$ cat src/rtl/load_store_unit.sv
// load_store_unit: multi-cycle data-memory access stage.
// Accepts a decoded load/store, drives a byte-enabled word bus through a
// req/ack handshake, and returns an extended load result or a fault.
module load_store_unit #(
    parameter int WAIT_MAX = 16
) (
    input  logic        clk,
    input  logic        reset,
    input  logic        start,
    input  logic        is_store,
    input  logic [2:0]  funct3,
    input  logic [31:0] addr,
    input  logic [31:0] wdata,
    output logic        busy,
    output logic        done,
    output logic        fault,
    output logic [31:0] rdata,
    output logic        mem_req,
    output logic        mem_we,
    output logic [31:0] mem_addr,
    output logic [3:0]  mem_be,
    output logic [31:0] mem_wdata,
    input  logic        mem_ack,
    input  logic [31:0] mem_rdata
);

    typedef enum logic [1:0] {
        IDLE   = 2'd0,
        ACCESS = 2'd1,
        RESP   = 2'd2
    } state_t;

    // Wait counter value in the last ACCESS cycle that may still see an ack.
    localparam logic [7:0] WAIT_LAST = 8'(WAIT_MAX - 1);

    state_t      state_r;
    state_t      state_next_s;
    logic [7:0]  wait_cnt_r;
    logic [7:0]  wait_cnt_next_s;

    logic        is_store_r;
    logic [2:0]  funct3_r;
    logic [1:0]  off_r;

    logic        accept_s;
    logic        funct3_ok_s;
    logic        aligned_s;
    logic        legal_s;
    logic [3:0]  be_s;
    logic [31:0] wd_s;

    logic        busy_next_s;
    logic        done_next_s;
    logic        fault_next_s;
    logic        req_next_s;
    logic        we_next_s;
    logic [31:0] rdata_next_s;

    // Pick the addressed byte/halfword lane and sign- or zero-extend it.
    function automatic logic [31:0] extract_load(input logic [2:0]  f3,
                                                 input logic [1:0]  off,
                                                 input logic [31:0] d);
        logic [7:0]  b;
        logic [15:0] h;
        b = d[{off, 3'b000} +: 8];
        h = off[1] ? d[31:16] : d[15:0];
        case (f3)
            3'b000:  extract_load = {{24{b[7]}}, b};
            3'b001:  extract_load = {{16{h[15]}}, h};
            3'b010:  extract_load = d;
            3'b100:  extract_load = {24'd0, b};
            3'b101:  extract_load = {16'd0, h};
            default: extract_load = 32'd0;
        endcase
    endfunction

    assign accept_s = (state_r == IDLE) && start;

    // Decode the incoming request: legality, alignment, byte enables, store data.
    always_comb begin
        aligned_s = 1'b0;
        be_s      = 4'b0000;
        wd_s      = 32'd0;
        case (funct3[1:0])
            2'b00: begin
                aligned_s = 1'b1;
                be_s      = 4'b0001 << addr[1:0];
                wd_s      = {4{wdata[7:0]}};
            end
            2'b01: begin
                aligned_s = ~addr[0];
                be_s      = addr[1] ? 4'b1100 : 4'b0011;
                wd_s      = {2{wdata[15:0]}};
            end
            2'b10: begin
                aligned_s = (addr[1:0] == 2'b00);
                be_s      = 4'b1111;
                wd_s      = wdata;
            end
            default: begin
                aligned_s = 1'b0;
                be_s      = 4'b0000;
                wd_s      = 32'd0;
            end
        endcase
        if (is_store) begin
            funct3_ok_s = funct3 inside {3'b000, 3'b001, 3'b010};
        end else begin
            funct3_ok_s = funct3 inside {3'b000, 3'b001, 3'b010, 3'b100, 3'b101};
            wd_s        = 32'd0;
        end
        legal_s = funct3_ok_s && aligned_s;
    end

    // Next-state and next-output logic of the access FSM.
    always_comb begin
        state_next_s    = state_r;
        wait_cnt_next_s = wait_cnt_r;
        busy_next_s     = busy;
        done_next_s     = 1'b0;
        fault_next_s    = 1'b0;
        req_next_s      = mem_req;
        rdata_next_s    = rdata;
        case (state_r)
            IDLE: begin
                if (start) begin
                    busy_next_s     = 1'b1;
                    rdata_next_s    = 32'd0;
                    wait_cnt_next_s = 8'd0;
                    if (legal_s) begin
                        state_next_s = ACCESS;
                        req_next_s   = 1'b1;
                    end else begin
                        state_next_s = RESP;
                        req_next_s   = 1'b0;
                        done_next_s  = 1'b1;
                        fault_next_s = 1'b1;
                    end
                end else begin
                    busy_next_s = 1'b0;
                    req_next_s  = 1'b0;
                end
            end
            ACCESS: begin
                if (mem_ack) begin
                    // Ack is checked first so it wins in the final permitted cycle.
                    state_next_s = RESP;
                    req_next_s   = 1'b0;
                    done_next_s  = 1'b1;
                    rdata_next_s = is_store_r ? 32'd0
                                              : extract_load(funct3_r, off_r, mem_rdata);
                end else if (wait_cnt_r == WAIT_LAST) begin
                    state_next_s = RESP;
                    req_next_s   = 1'b0;
                    done_next_s  = 1'b1;
                    fault_next_s = 1'b1;
                end else begin
                    wait_cnt_next_s = wait_cnt_r + 8'd1;
                end
            end
            RESP: begin
                state_next_s = IDLE;
                busy_next_s  = 1'b0;
                req_next_s   = 1'b0;
            end
            default: begin
                state_next_s    = IDLE;
                wait_cnt_next_s = 8'd0;
                busy_next_s     = 1'b0;
                req_next_s      = 1'b0;
            end
        endcase
        we_next_s = req_next_s && ((state_r == IDLE) ? is_store : is_store_r);
    end

    // FSM state and wait counter registers.
    always_ff @(posedge clk) begin
        if (reset) begin
            state_r    <= IDLE;
            wait_cnt_r <= 8'd0;
        end else begin
            state_r    <= state_next_s;
            wait_cnt_r <= wait_cnt_next_s;
        end
    end

    // Registered status, handshake and load-result outputs.
    always_ff @(posedge clk) begin
        if (reset) begin
            busy    <= 1'b0;
            done    <= 1'b0;
            fault   <= 1'b0;
            mem_req <= 1'b0;
            mem_we  <= 1'b0;
            rdata   <= 32'd0;
        end else begin
            busy    <= busy_next_s;
            done    <= done_next_s;
            fault   <= fault_next_s;
            mem_req <= req_next_s;
            mem_we  <= we_next_s;
            rdata   <= rdata_next_s;
        end
    end

    // Capture the request on acceptance; illegal requests leave the bus lines at zero.
    always_ff @(posedge clk) begin
        if (reset) begin
            is_store_r <= 1'b0;
            funct3_r   <= 3'd0;
            off_r      <= 2'd0;
            mem_addr   <= 32'd0;
            mem_be     <= 4'b0000;
            mem_wdata  <= 32'd0;
        end else if (accept_s) begin
            is_store_r <= is_store;
            funct3_r   <= funct3;
            off_r      <= addr[1:0];
            mem_addr   <= legal_s ? {addr[31:2], 2'b00} : 32'd0;
            mem_be     <= legal_s ? be_s : 4'b0000;
            mem_wdata  <= legal_s ? wd_s : 32'd0;
        end
    end

endmodule

$ cat config.mk
export PLATFORM = sky130hd
export DESIGN_NAME = load_store_unit
export DESIGN_NICKNAME = d
export VERILOG_FILES = /design/src/rtl/load_store_unit.sv
export SDC_FILE = /design/constraint.sdc
export NUM_CORES = 1
export LEC_CHECK = 0
export CAP_MARGIN = 20
export CORE_AREA = 2 2 150 152
export CTS_CLUSTER_SIZE = 30
export DETAILED_ROUTE_END_ITERATION = 6
export DIE_AREA = 0 0 152 154
export MAX_ROUTING_LAYER = met4
export PLACE_DENSITY = 0.46
export SLEW_MARGIN = 25
export SYNTH_ARGS = -nofsm -noshare
export SYNTH_HDL_FRONTEND = slang
export SYNTH_SLANG_ARGS = --single-unit
$ cat constraint.sdc
create_clock -name clk -period 5.3 [get_ports clk]
set_clock_uncertainty 0.05 [all_clocks]
set_input_delay 1.06 -clock clk [delete_from_list [all_inputs] [get_ports clk]]
set_output_delay 1.06 -clock clk [all_outputs]
set_load 0.02 [all_outputs]
==> impl_metrics.tcl, run 1 <==
set metrics [dict create \
    placed_cells 984 \
    power_density_mw_per_mm2 309.9 \
    p_switching_mw 0.6004 \
    cp_max_fo 36 \
    clk_path_buf_depth 2 \
    yosysWarningCount 0 \
    crit_required_ns 5.60 \
    die_y_um 154 \
    area_delta_synth_final_pct 58.61 \
    htreeDepth 4 \
    synth-seq-area-share_pct 48.20 \
    clk_latency_ns 0.41 \
    drtIter0Drc 233 \
    drtPass1Iterations 5 \
    cp_slowest_cell "and2_1" \
    seq_area_mm2 0.002384 \
    post_cts_resized 0 \
    fp.dieArea_mm2 0.02341 \
    multi_input_area_mm2 0.002380 \
    max-slew-margin-rel_pct 36.96 \
    p_sw_share_pct 24.71 \
    routed_via_density 4.761 \
    vias 4837 \
    slowest_delay_ns 0.74 \
    clockRootBuffer "clkbuf_16" \
    post_cts_buffers 0 \
    critPathTopFamily "simple AND/OR/NAND/NOR gates" \
    rsz0062_at_grt "no" \
    synth_area_mm2 0.004942 \
    hp-class "flip-flop to flip-flop" \
    ys_ff_latch 119 \
    post-route-util_pct 36.14 \
    synth-edff-count 0 \
    core_mm2 0.02169 \
    cp-end-kind "flip-flop" \
    antenna_left 0 \
    critPathKind "input port to flip-flop" \
    synth_area_leaders "dfxtp_1 48%, a22o_1 9.7%, a21oi_1 6.1%, o21ai_0 5.0%, nand2_1 4.1%" \
    drcViolationCount 0 \
    synthArstFlopShare_pct 0 \
    grt_overflow 0 \
    post-dp-hpwl_mm 12.65 \
    clk_pin_slew_ns 0.05 \
    dieWidth_um 152 \
    n_fill_cell 2141 \
    avgSynthCellArea_um2 9.272 \
    initial_core_util_pct 22.79 \
    grt_max_degree 67 \
    nNetsFinal 828 \
    io_pins 209 \
    worstMarginPinSlew_ns 0.9456 \
    max_freq_mhz 284.1 \
    crit_buf_inv 2 \
    seq_power_share_pct 38.9 \
    cp_cell_sequence "clkdlybuf4s50_1, or4_4, a211oi_4, buf_4, and2_1, a22o_1" \
    wl_per_cell_um 16.81 \
    critical_path_arrival_ns 3.82 \
    clock_sinks 119 \
    grtUsageTotal_pct 14.81 \
    synth.most_common_cell "dfxtp_1" \
    cts_tree "yes" \
    p_leak_nw 2.765 \
    n_antenna_cell 0 \
    p_int_mw 1.829 \
    grt_pass1_wl_mm 27.10 \
    antenna_found_initial 0 \
    synth.distinct_cells 48 \
    vdd.ir_drop.worst_v 0.0001853 \
    final-hold-violation-count 0 \
    ys_top_cells_by_count "119 x dfxtp_1, 60 x a21oi_1, 55 x a22o_1" \
    cts_buffers 17 \
    io_buffers 206 \
    stdcell_count 1016 \
    start_kind "input port" \
    outcome "complete, no violations" \
    syn_inst 533 \
    routed_wl_mm 17.08 \
    finalSetupViolations 0 \
    tns_ns 0 \
    rows 54 \
    layout-drive-gt1-share_pct 7.880 \
    place.gp.congestion 0.7779 \
    grt_pass1_vias 4922 \
    hold_buffers 0 \
    layout_min_cycle_time_ns 3.520 \
    period_share_pct 66.42 \
    slew_viol_final 0 \
    drv_cap 0 \
    p_clk_share_pct 48.1 \
    synthFlopType "dfxtp_1" \
    synth_top_area_share_pct 48.20 \
    p_comb_share_pct 13.0 \
    yosys.area.top_type "dfxtp_1" \
]
## stage by stage
stage	hold slack (ns)	instance area, um2	setup WS, ns	total power [mW]
finish	0.3886	7839	1.780	2.429
global route	0.4172	7839	1.589	2.538
CTS	0.3891	7838	1.794	2.468
detailed placement	0.3830	7238	1.360	1.279
global placement	0.3773	7227	1.430	1.276
floorplan	0.3988	4946	2.656	1.112
## logic make-up after synthesis
group | after synthesis | synth area share [%]
AO/OA/AOI/OAI | 217 | 29.72
AND/OR/NAND/NOR | 130 | 13.59
flip-flops | 119 | 48.20
buffers and inverters | 46 | 3.949
multiplexers | 19 | 4.203
adder cells (fa/ha/maj) | 1 | 0.2531
other | 1 | 0.07588
## cell type report
class	count	area share, %
Timing Repair Buffer	213	26.98
Multi-Input combinational cell	369	30.36
Clock inverter	12	1.947
Inverter	3	0.1437
Tap cell	280	4.469
Clock buffer	20	5.698
Sequential cell	119	30.41
## worst min-delay path: stages (launching register included)
cell	delay, ns
dfxtp_1	0.31
nand2_1	0.05
nand2_1	0.04
## routing by layer
| layer | up-vias | GRT usage [%] | routed length [um] |
|---|---|---|---|
| li1 | 2379 | - | - |
| met1 | 2283 | 17.62 | 7597 |
| met2 | 155 | 24.17 | 8242 |
| met3 | 20 | 4.228 | 927 |
| met4 | 0 | 4.895 | 315 |
| met5 | - | - | 0 |
## sequential cells by signal (all words and copies together) (netlist names)
signal / flops
done: 1
wait_cnt_r: 8
mem_we: 1
is_store_r: 1
mem_addr: 30
fault: 1
funct3_r: 3
state_r: 2
rdata: 32
busy: 1
mem_wdata: 32
mem_req: 1
mem_be: 4
off_r: 2
## power by group through the flow
| stage | sequential (mW) | combinational [mW] | clock (mW) |
|---|---|---|---|
| 4_1_cts | 0.945 | 0.317 | 1.21 |
| 3_3_place_gp | 0.963 | 0.313 | 0 |
| 6_report | 0.945 | 0.315 | 1.17 |
| 5_1_grt | 0.949 | 0.342 | 1.25 |
| 3_5_place_dp | 0.964 | 0.315 | 0 |
| 2_1_floorplan | 0.975 | 0.138 | 0 |
## cells in the final DEF, fill, tap and decap left out, types with 2 or more instances in the layout
cell	count
a211oi_1	2
a21o_1	5
a21oi_1	59
a221oi_1	7
a222oi_1	5
a22o_1	55
a22oi_1	19
a32oi_1	3
and2_1	5
and3_1	2
buf_4	7
bufinv_16	3
clkbuf_1	2
clkbuf_16	17
clkdlybuf4s50_1	206
clkinv_2	3
clkinv_4	2
clkinvlp_4	4
conb_1	2
dfxtp_1	118
inv_1	3
mux2_2	14
mux2i_1	5
nand2_1	54
nand2b_1	7
nand3_1	4
nand4_1	2
nor2_1	11
nor2b_1	19
nor3_1	4
nor4_1	6
o211ai_1	2
o21ai_0	49
o31ai_1	3
or3_1	2
or4_1	5
## final timing paths
path                            from                   endpoint  slack, ns  depth (start not counted)
max                          addr[1]  mem_wdata[2]$_SDFFE_PP0P_       1.78                          6
min           mem_be[1]$_SDFFE_PP0P_     mem_be[1]$_SDFFE_PP0P_       0.39                          2
max reg2reg  state_r[1]$_SDFFE_PP0P_  mem_wdata[2]$_SDFFE_PP0P_       2.53                          5
min reg2reg   mem_be[1]$_SDFFE_PP0P_     mem_be[1]$_SDFFE_PP0P_       0.39                          2
No activity file was read; power rests on OpenSTA's default activity.
==> run 2, diff against run 1 <==
PLACE_DENSITY = 0.48   (was 0.46)
clock period = 3.15 ns   (was 5.3 ns; I/O delays follow)
==> run 2 against run 1 <==
Compared with the run above:
- setup slack worse by 1.1 ns
- critical path type unchanged
- critical path depth is the same
- sequential power grew 67%
- first-iteration DRC count rose by 5.2%
- hold slack lost 0.0016 ns
- global-route usage increased by 0.099 points
- final cell count rose by 0.89%
- sequential share of layout area is 0.50 points lower
- non-clock buffer count is 9 higher
- clock power up 85%
==> impl_metrics.tcl, run 2 (synthesis results as in run 1) <==
set metrics [dict create \
    slowest_delay_ns 0.61 \
    period_share_pct 77.19 \
    grt_max_degree 37 \
    io_buffers 206 \
    post_cts_resized 0 \
    grt_pass1_wl_mm 27.23 \
    htreeDepth 4 \
    post_dp_cell_area_mm2 0.007303 \
    die_y_um 154 \
    worstMarginPinSlew_ns 0.9241 \
    layout-drive-gt1-share_pct 9.128 \
    vdd.ir_drop.worst_v 0.0003143 \
    n_fill_cell 2138 \
    post-dp-hpwl_mm 12.56 \
    nNetsFinal 837 \
    hp-class "flip-flop to flip-flop" \
    drtIter0Drc 245 \
    routed_via_density 4.758 \
    reg_top3 "mem_wdata x32, rdata x32, mem_addr x30" \
    final-hold-violation-count 0 \
    p_leak_nw 2.843 \
    cts_buffers 17 \
    wl_per_cell_um 16.50 \
    io_pins 209 \
    fp.dieArea_mm2 0.02341 \
    dieWidth_um 152 \
    cp_max_fo 23 \
    tns_ns 0 \
    clockRootBuffer "clkbuf_16" \
    start_kind "input port" \
    rsz0062_at_grt "no" \
    area_delta_synth_final_pct 61.16 \
    crit_required_ns 3.45 \
    grtUsageTotal_pct 14.91 \
    final_area_mm2 0.007965 \
    initial_core_util_pct 22.79 \
    layout_min_cycle_time_ns 2.431 \
    finalSetupViolations 0 \
    grt_overflow 0 \
    antenna_left 0 \
    multi_input_area_mm2 0.002380 \
    power_density_mw_per_mm2 539.6 \
    cts_tree "yes" \
    clk_latency_ns 0.41 \
    max_freq_mhz 411.3 \
    outcome "complete, no violations" \
    drcViolationCount 0 \
    cp-end-kind "flip-flop" \
    drtPass1Iterations 5 \
    layout_common_cells "206 x clkdlybuf4s50_1, 119 x dfxtp_1, 59 x a21oi_1" \
    slew_viol_final 0 \
    core_mm2 0.02169 \
    n_antenna_cell 0 \
    drv_cap 0 \
    critPathKind "input port to flip-flop" \
    max-slew-margin-rel_pct 38.39 \
    clk_pin_slew_ns 0.06 \
    clk_path_buf_depth 2 \
    layout_commonest_cell "clkdlybuf4s50_1" \
    hold_buffers 0 \
    cp_cell_sequence "clkdlybuf4s50_1, or4_4, a211oi_4, and2_1, buf_4, a22o_1" \
    antenna_found_initial 0 \
    vias 4877 \
    seq_area_mm2 0.002382 \
    rows 54 \
    grt_pass1_vias 4969 \
    clock_sinks 119 \
    post_cts_buffers 0 \
    routed_wl_mm 16.92 \
    critical_path_arrival_ns 2.74 \
    place.gp.congestion 0.8460 \
    cp_slowest_cell "or4_4" \
]
-- run 2: changes by cell type in the layout (fill, tap and decap cells not counted) --
cell and delta:
bufinv_16 +2, clkinv_4 +2, dfxtp_2 -1, clkinv_2 -2, dfxtp_1 +1, clkbuf_1 -2
buf_2 +1, buf_4 +8, inv_6 +2, clkinvlp_4 -2
-- run 2: layout make-up --
type	instances	area share (%)
Sequential cell	119	29.91
Multi-Input combinational cell	369	29.88
Timing Repair Buffer	222	27.36
Clock buffer	18	5.514
Tap cell	280	4.398
Clock inverter	14	2.796
Inverter	3	0.1414
-- run 2: path summary, 6_finish.rpt --
path | from | endpoint | slack (ns) | cells past startpoint
hold reg to reg | mem_be[0]$_SDFFE_PP0P_ | mem_be[0]$_SDFFE_PP0P_ | 0.39 | 2
setup / recovery | addr[1] | mem_wdata[0]$_SDFFE_PP0P_ | 0.72 | 6
setup reg to reg | funct3_r[1]$_SDFFE_PP0P_ | rdata[16]$_SDFFE_PP0P_ | 1.02 | 5
hold / removal | mem_be[0]$_SDFFE_PP0P_ | mem_be[0]$_SDFFE_PP0P_ | 0.39 | 2
-- run 2: per-layer routing --
| layer | wire length [um] | track usage (%) | part of all wire, % | vias up |
|---|---|---|---|---|
| met5 | 0 | - | 0 | - |
| met4 | 340 | 5.474 | 2.0 | 0 |
| met3 | 1123 | 4.707 | 6.6 | 24 |
| met2 | 7946 | 23.14 | 47 | 179 |
| met1 | 7504 | 18.21 | 44 | 2281 |
| li1 | - | - | - | 2393 |
-- run 2: worst max-delay path, delay by kind of cell --
family	cells	cell delay, ns
and+or+nand+nor	2	0.79
AOI/OAI and AO/OA	2	0.54
buffers and inverters	2	0.77
-- run 2: report_power, final --
group	internal, mW	total [mW]	switching (mW)	leakage, nW
registers	1.55	1.58	0.0374	0.963
logic	0.277	0.546	0.269	1.56
clock network	1.43	2.17	0.736	0.317
-- run 2: metrics by stage --
stage	utilization (%)	hold WS, ns	setup WS, ns	cells	power (mW)
after detailed placement	33.67	0.3812	0.3162	993	2.159
after global placement	33.63	0.3783	0.3407	992	2.152
after global routing	36.73	0.4164	0.6310	1025	4.475
after floorplan	-	0.3988	0.9362	534	1.872
final	36.73	0.3869	0.7185	1025	4.298
after CTS	36.73	0.3900	0.7474	1025	4.347
==> run 3, diff against run 2 <==
clock period = 2 ns   (was 3.15 ns; I/O delays follow)
==> run 3 against run 2 <==
Compared with the run above:
- critical path depth did not move
- wire length grew 2.2%
- critical endpoint is now mem_addr[17]$_SDFFE_PP0P_
- largest power group unchanged
- clock power rose by 46%
==> impl_metrics.tcl, run 3 (synthesis results as in run 1) <==
set metrics [dict create \
    placed_cells 1034 \
    routed_via_density 4.666 \
    crit_required_ns 2.30 \
    final-hold-violation-count 0 \
    outcome "complete, no violations" \
    drcViolationCount 0 \
    post-dp-hpwl_mm 13.01 \
    drtPass1Iterations 4 \
    power_mw 6.627 \
    fp.dieArea_mm2 0.02341 \
    cts_buffers 17 \
    max_freq_mhz 518.2 \
    cp_max_fo 24 \
    clk_path_buf_depth 2 \
    nNetsFinal 878 \
    layout_common_cells "206 x clkdlybuf4s50_1, 119 x dfxtp_1, 60 x a21oi_1" \
    worstReg2RegStart "wait_cnt_r[0]$_SDFFE_PP0P_" \
    dieWidth_um 152 \
    reg_top3 "mem_wdata x32, rdata x32, mem_addr x30" \
    clk_latency_ns 0.41 \
    area_delta_synth_final_pct 68.61 \
    fin_ws_ns 0.07011 \
    antenna_left 0 \
    wl_per_cell_um 16.23 \
    grt_pass1_vias 5036 \
    layout-drive-gt1-share_pct 13.63 \
    worstMarginPinSlew_ns 0.6123 \
    routed_wl_mm 17.29 \
    critical_path_arrival_ns 2.23 \
    holdCritStartpoint "mem_be[3]$_SDFFE_PP0P_" \
    io_pins 209 \
    layout_commonest_cell "clkdlybuf4s50_1" \
    post_cts_buffers 0 \
    rows 54 \
    tns_ns 0 \
    cts_tree "yes" \
    critPathKind "input port to flip-flop" \
    initial_core_util_pct 22.79 \
    vias 4969 \
    vdd.ir_drop.worst_v 0.0005570 \
    clock_sinks 119 \
    grtUsageTotal_pct 14.98 \
    power_density_mw_per_mm2 795.3 \
    core_mm2 0.02169 \
    stdcell_count 1065 \
    slew_viol_final 0 \
    drv_cap 0 \
    clockRootBuffer "clkbuf_16" \
    grt_overflow 0 \
    hp-class "flip-flop to flip-flop" \
    max-slew-margin-rel_pct 59.09 \
    die_y_um 154 \
    hold_buffers 0 \
    htreeDepth 4 \
    drtIter0Drc 250 \
    layout_min_cycle_time_ns 1.930 \
    n_antenna_cell 0 \
    start_kind "input port" \
    crit_path_start "addr[1]" \
    grt_max_degree 25 \
    grt_pass1_wl_mm 27.25 \
    antenna_found_initial 0 \
    cp-end-kind "flip-flop" \
    finalSetupViolations 0 \
    io_buffers 206 \
    period_share_pct 96.49 \
    preCtsSetupSlack_ns -0.4377 \
    p_leak_nw 3.059 \
    place.gp.congestion 0.8557 \
    clk_pin_slew_ns 0.05 \
]
[run 3: critical path: stages]
cell,delay [ns]
clkdlybuf4s50_1,0.44
or4_4,0.57
a211oi_4,0.30
buf_4,0.19
buf_12,0.16
a22o_1,0.16
[run 3: worst paths after layout]
kind | endpoint | slack, ns | depth (start not counted)
max reg2reg | wait_cnt_r[3]$_SDFFE_PP0P_ | 0.10 | 6
max | mem_addr[17]$_SDFFE_PP0P_ | 0.07 | 6
min reg2reg | mem_be[3]$_SDFFE_PP0P_ | 0.38 | 2
min | mem_be[3]$_SDFFE_PP0P_ | 0.38 | 2
[run 3: final cells by class]
type / instances / area (um2)
Fill cell: 2151 / 13360
Timing Repair Buffer: 263 / 2603
Multi-Input combinational cell: 369 / 2384
Sequential cell: 119 / 2382
Clock buffer: 21 / 450.4
Tap cell: 280 / 350.3
Clock inverter: 10 / 152.6
Inverter: 3 / 11.26
[run 3: timing repair]
action                                  CTS  global route
resized for setup                         0             5
endpoints found under the setup margin    0            33
hold endpoints to repair                  0             0
[run 3: per-stage QoR]
| stage | instance area, um2 | hold slack, ns | util [%] |
|---|---|---|---|
| 2_1_floorplan | 4946 | 0.3988 | - |
| 3_3_place_gp | 7722 | 0.3777 | 35.61 |
| 3_5_place_dp | 7722 | 0.3782 | 35.61 |
| 4_1_cts | 8325 | 0.3872 | 38.39 |
| 5_1_grt | 8333 | 0.4066 | 38.42 |
| 6_report | 8333 | 0.3830 | 38.42 |
[run 3: power breakdown]
part	switching [mW]	total, mW	internal, mW
clock	1.07	3.16	2.10
combinational	0.455	0.982	0.527
sequential	0.0455	2.48	2.44
[run 3: layer usage]
layer	up-vias	track usage, %	wire length [um]
li1	2479	-	-
met1	2305	18.20	7815
met2	175	23.96	8214
met3	10	4.735	1110
met4	0	4.228	147
met5	-	-	0
